$ cat config.mk
export PLATFORM = sky130hd
export DESIGN_NAME = sysref_gen
export DESIGN_NICKNAME = d
export VERILOG_FILES = /design/src/rtl/sysref_gen.sv
export SDC_FILE = /design/constraint.sdc
export NUM_CORES = 1
export LEC_CHECK = 0
export CAP_MARGIN = 10
export CORE_UTILIZATION = 50
export CTS_CLUSTER_DIAMETER = 50
export DETAILED_ROUTE_END_ITERATION = 12
export DONT_BUFFER_PORTS = 1
export GPL_TIMING_DRIVEN = 1
export PLACE_DENSITY_LB_ADDON = 0.1
export SYNTH_ARGS = -nofsm -noshare
export SYNTH_HDL_FRONTEND = slang
export SYNTH_SLANG_ARGS = --single-unit
$ cat constraint.sdc
create_clock -name master_clock -period 4.9 [get_ports master_clock]
set_input_delay 0.49 -clock master_clock [delete_from_list [all_inputs] [get_ports master_clock]]
set_output_delay 0.49 -clock master_clock [all_outputs]
set_load 0.01 [all_outputs]
$ cat src/rtl/sysref_gen.sv
// SYSREF pulse-train generator: periodic or burst SYSREF with graceful stop and drain.
// Optional SYSREF_GEN_ALIGN_EN adds align_in, which gates the first pulse on a synchronised rising edge.
module sysref_gen #(
    parameter int CNT_W = 16
) (
    input  logic             master_clock,
    input  logic             master_resetn,
    input  logic             start,
    input  logic             stop,
    input  logic [CNT_W-1:0] period,
    input  logic [CNT_W-1:0] high_cycles,
    input  logic [CNT_W-1:0] burst_count,
`ifdef SYSREF_GEN_ALIGN_EN
    input  logic             align_in,
`endif
    output logic             sysref_out,
    output logic             busy,
    output logic             done,
    output logic [CNT_W-1:0] pulse_idx
);

    typedef enum logic [1:0] {IDLE, ARM, RUN, DRAIN} state_t;

    state_t           state, state_nxt;
    logic [CNT_W-1:0] per_q, high_q, burst_q;
    logic [CNT_W-1:0] phase, phase_nxt, phase_inc, idx_nxt;
    logic [CNT_W-1:0] san_period, san_high;
    logic             sysref_nxt, done_nxt, latch;
    logic             end_of_period, last_pulse, arm_go;

`ifdef SYSREF_GEN_ALIGN_EN
    logic align_s1, align_s2, align_d;

    always_ff @(posedge master_clock or negedge master_resetn) begin
        if (!master_resetn) begin
            align_s1 <= 1'b0;
            align_s2 <= 1'b0;
            align_d  <= 1'b0;
        end else begin
            align_s1 <= align_in;
            align_s2 <= align_s1;
            align_d  <= align_s2;
        end
    end

    assign arm_go = align_s2 & ~align_d;
`else
    assign arm_go = 1'b1;
`endif

    // Clamp the requested timing so every period has at least one high and one low cycle.
    always_comb begin
        san_period = (period < CNT_W'(2)) ? CNT_W'(2) : period;
        san_high   = high_cycles;
        if (high_cycles == '0)
            san_high = CNT_W'(1);
        else if (high_cycles >= san_period)
            san_high = san_period - CNT_W'(1);
    end

    assign end_of_period = (phase == per_q - CNT_W'(1));
    assign last_pulse    = (burst_q != '0) && (pulse_idx == burst_q - CNT_W'(1));
    assign phase_inc     = end_of_period ? '0 : phase + CNT_W'(1);

    // NOTE: every output of this block gets a default first so no path can infer a latch.
    always_comb begin
        state_nxt  = state;
        phase_nxt  = phase;
        idx_nxt    = pulse_idx;
        sysref_nxt = 1'b0;
        done_nxt   = 1'b0;
        latch      = 1'b0;
        case (state)
            IDLE: begin
                if (start && !stop) begin
                    latch     = 1'b1;
                    idx_nxt   = '0;
                    phase_nxt = '0;
                    state_nxt = ARM;
                end
            end
            ARM: begin
                if (stop) begin
                    state_nxt = IDLE;
                    done_nxt  = 1'b1;
                end else if (arm_go) begin
                    state_nxt  = RUN;
                    phase_nxt  = '0;
                    sysref_nxt = 1'b1;
                end
            end
            RUN, DRAIN: begin
                phase_nxt  = phase_inc;
                sysref_nxt = (phase_inc < high_q);
                if (end_of_period)
                    idx_nxt = pulse_idx + CNT_W'(1);
                // A stop landing on the final cycle of a period ends the sequence right there.
                if (end_of_period && (state == DRAIN || last_pulse || stop)) begin
                    state_nxt  = IDLE;
                    done_nxt   = 1'b1;
                    sysref_nxt = 1'b0;
                end else if (state == RUN && stop) begin
                    state_nxt = DRAIN;
                end
            end
            default: state_nxt = IDLE;
        endcase
    end

    // NOTE: sequential state uses non-blocking assignments so all flops update from pre-edge values.
    always_ff @(posedge master_clock or negedge master_resetn) begin
        if (!master_resetn) begin
            state      <= IDLE;
            phase      <= '0;
            per_q      <= '0;
            high_q     <= '0;
            burst_q    <= '0;
            sysref_out <= 1'b0;
            busy       <= 1'b0;
            done       <= 1'b0;
            pulse_idx  <= '0;
        end else begin
            state      <= state_nxt;
            phase      <= phase_nxt;
            sysref_out <= sysref_nxt;
            busy       <= (state_nxt != IDLE);
            done       <= done_nxt;
            pulse_idx  <= idx_nxt;
            if (latch) begin
                per_q   <= san_period;
                high_q  <= san_high;
                burst_q <= burst_count;
            end
        end
    end

endmodule

==> summary.md <==
| Metric | Value |
|---|---|
| CTS resizes | 0 |
| Async SR Flop Fraction | 100.0% |
| Placed instance count | 860 |
| CTS Root Cell | clkbuf_16 |
| Routed len/inst | 17.91 µm |
| Worst VDD drop | 0.1959 mV |
| # diodes | 0 |
| RSZ-0062 raised after global routing | no |
| Top-area cell type share of the netlist area | 34.28% |
| Largest net degree at the start of global routing | 86 |
| CORE AREA | 12060 µm² |
| Seq/Total Area, Yosys | 34.28% |
| Tightest Hold Check Type | in2async |
| Die height | 113.4 µm |
| Max H-tree Level | 3 |
| Initial DRC Count | 284 |
| Hold slack | 0.03899 ns |
| Die footprint | 12860 µm² |
| Leak | 3.008 nW |
| CP Capture Type | register |
| Mapped Area | 6205 µm² |
| DRT Wirelength | 15710 µm |
| FF-to-FF Start | per_q[3] |
| Syn avg cell area | 8.535 µm² |
| Buffers on Ports | 0 |
| Residual DRC | 0 |
| Final Power | 3.820 mW |
| Crit-path max FO | 9 |
| Layout cells sized above 1 | 5.501% |
| Post-CTS setup buffer count | 0 |
| Hold-fix buffers, CTS | 1 |
| Post-synth cell types | 63 |
| Max Freq | 0.2258 GHz |
| Status | finished clean |
| Post-synth top area cell | dfrtp_1 |
| PwrDens | 577.7 nW/µm² |
| Critical Path RT | 5.15 ns |
| Syn. warnings | 0 |
| Total number of vias | 5142 |
| Max-Cap Viols | 0 |
| GPL Wtd Cong | 0.9287 |
| CP startpoint kind | register |
| Vias/cell | 5.863 |
| TNS Setup | 0 ns |
| Vias in the first global route | 4860 |
| Worst-case reg-to-reg path depth | 16 |
| Worst R2R Setup Slack | 0.47 ns |
| Initial cell density of the core | 51.44% |
| Number of routed nets with antenna violations | 0 |
| Worst path arrival time | 4.68 ns |
| Worst-path clk slew | 0.06 ns |
| Initial antenna violation count | 0 |
| I/O pin count | 71 |
| Chip width | 113.4 µm |
| CTS tree | done |
| GRT overflow | 0 |
| Post-placement worst setup slack | 0.5221 ns |
| Max clock buf depth | 2 |
| #FFs+latches synth | 85 |
| Cts bufs inserted | 9 |
| Post-synth net total | 815 |
| Clock Latency Late Sink | 0.35 ns |
| Clock sinks | 85 |
| Tcrit/Tclk final | 90.38% |
| Reg-to-Reg End | sysref_out |
| Max_slew headroom | 52.25% |
| All-Layer GR Usage | 26.13% |
| Post-Layout Cell Count | 877 |
| Row count | 40 |
| Drt first pass iters | 4 |
| Post-synth EDFFs | 0 |
| Count of final max-slew check failures | 0 |
| Final Hold Viols | 0 |
| Worst-Margin Slew | 0.7108 ns |
| Fin crit period | 4.429 ns |
| First-pass GRT wire length | 25670 µm |
| Setup WS post-layout | 0.4715 ns |
| Setup Skew | 0.01096 ns |
| Area added between synthesis and finish | 6.554% |
| Synth area leaders | dfrtp_1, ha_1, xnor2_1, nand2_1, mux2i_1 |
| Final setup fails | 0 |
| Mapped Cells | 727 |
| Post-layout nets | 793 |
| Primary FF master, synth | dfrtp_1 |
| DP HPWL | 12050 µm |
| Worst setup path class | reg2reg |
[per-stage QoR]
step | instance area [µm²] | util [%]
floorplan | 6205 | -
global placement | 6277 | 52.04
detailed placement | 6277 | 52.04
CTS | 6591 | 54.65
global route | 6611 | 54.81
finish | 6611 | 54.81
[placed cells by master (no fill, tap or decap), drive strengths merged, types with 17 or more instances in the layout]
master / instances
xnor2: 45
nor2: 46
o22ai: 17
mux2i: 24
dfrtp: 85
a21oi: 22
nand2b: 17
nor3: 18
nand2: 87
o21ai: 46
ha: 36
nand3: 18
inv: 46
and3: 17
xor2: 22
nor4: 21
[Yosys cell counts, types with 22 or more instances]
cell type,number
o21ai_0,44
mux2i_1,24
xnor2_1,45
dfrtp_1,85
clkbuf_1,30
xor2_1,22
inv_1,46
a21oi_1,22
nor2_1,46
nand2_1,87
ha_1,36
[sequential cells by signal, indices dropped and copies added (netlist names)]
name and cells:
phase 16, pulse_idx 16, high_q 16, busy 1, burst_q 16, per_q 16
sysref_out 1, done 1, state 2
[worst max-delay path: stages (launching register included)]
cell and delay [ns]:
dfrtp_1 0.48, or4_1 0.75, nand2b_1 0.25, xnor2_1 0.17, o311ai_0 0.38, and4_1 0.39, and2_1 0.32, nor2_1 0.09
ha_1 0.31, a21o_1 0.16, a21oi_1 0.14, nor2b_1 0.06, o21ai_0 0.18, nand2b_1 0.07, a211oi_1 0.21, o21ai_0 0.12
o31ai_1 0.23
[layout make-up]
| class | instances | area (µm²) |
|---|---|---|
| Inverter | 46 | 172.7 |
| Fill cell | 1134 | 5450 |
| Multi-Input combinational cell | 556 | 3730 |
| Tap cell | 168 | 210.2 |
| Timing Repair Buffer | 7 | 85.08 |
| Clock inverter | 3 | 20.02 |
| Clock buffer | 12 | 266.5 |
| Sequential cell | 85 | 2127 |
[power by group]
group          total [mW]  switching (mW)  internal, mW
clock               0.656           0.275         0.381
sequential           1.47           0.474         0.993
combinational        1.70           0.918         0.777
[worst max path at each step]
stage,end,from
floorplan,sysref_out,per_q[3]
global placement,sysref_out,per_q[3]
detailed placement,sysref_out,per_q[3]
CTS,sysref_out,per_q[3]
global route,sysref_out,per_q[3]
finish,sysref_out,per_q[3]
[routing by layer]
metal | up-vias | track usage [%] | part of all wire, %
li1 | 2543 | - | -
met1 | 2430 | 39.95 | 50
met2 | 148 | 37.06 | 42
met3 | 21 | 3.613 | 5.5
met4 | 0 | 10.26 | 2.0
met5 | - | 0 | 0
[kinds of logic (layout without fill, tap and decap cells)]
family,Yosys count,in the layout,synth area share [%]
multiplexers,26,26,4.235
flip-flops,85,85,34.28
XOR/XNOR,67,67,9.458
buffers and inverters,86,68,5.767
AO/OA/AOI/OAI,147,147,15.37
AND/OR/NAND/NOR,280,280,23.63
adder cells (fa/ha/maj),36,36,7.259
Note: power is estimated with default switching activity, not from simulation.
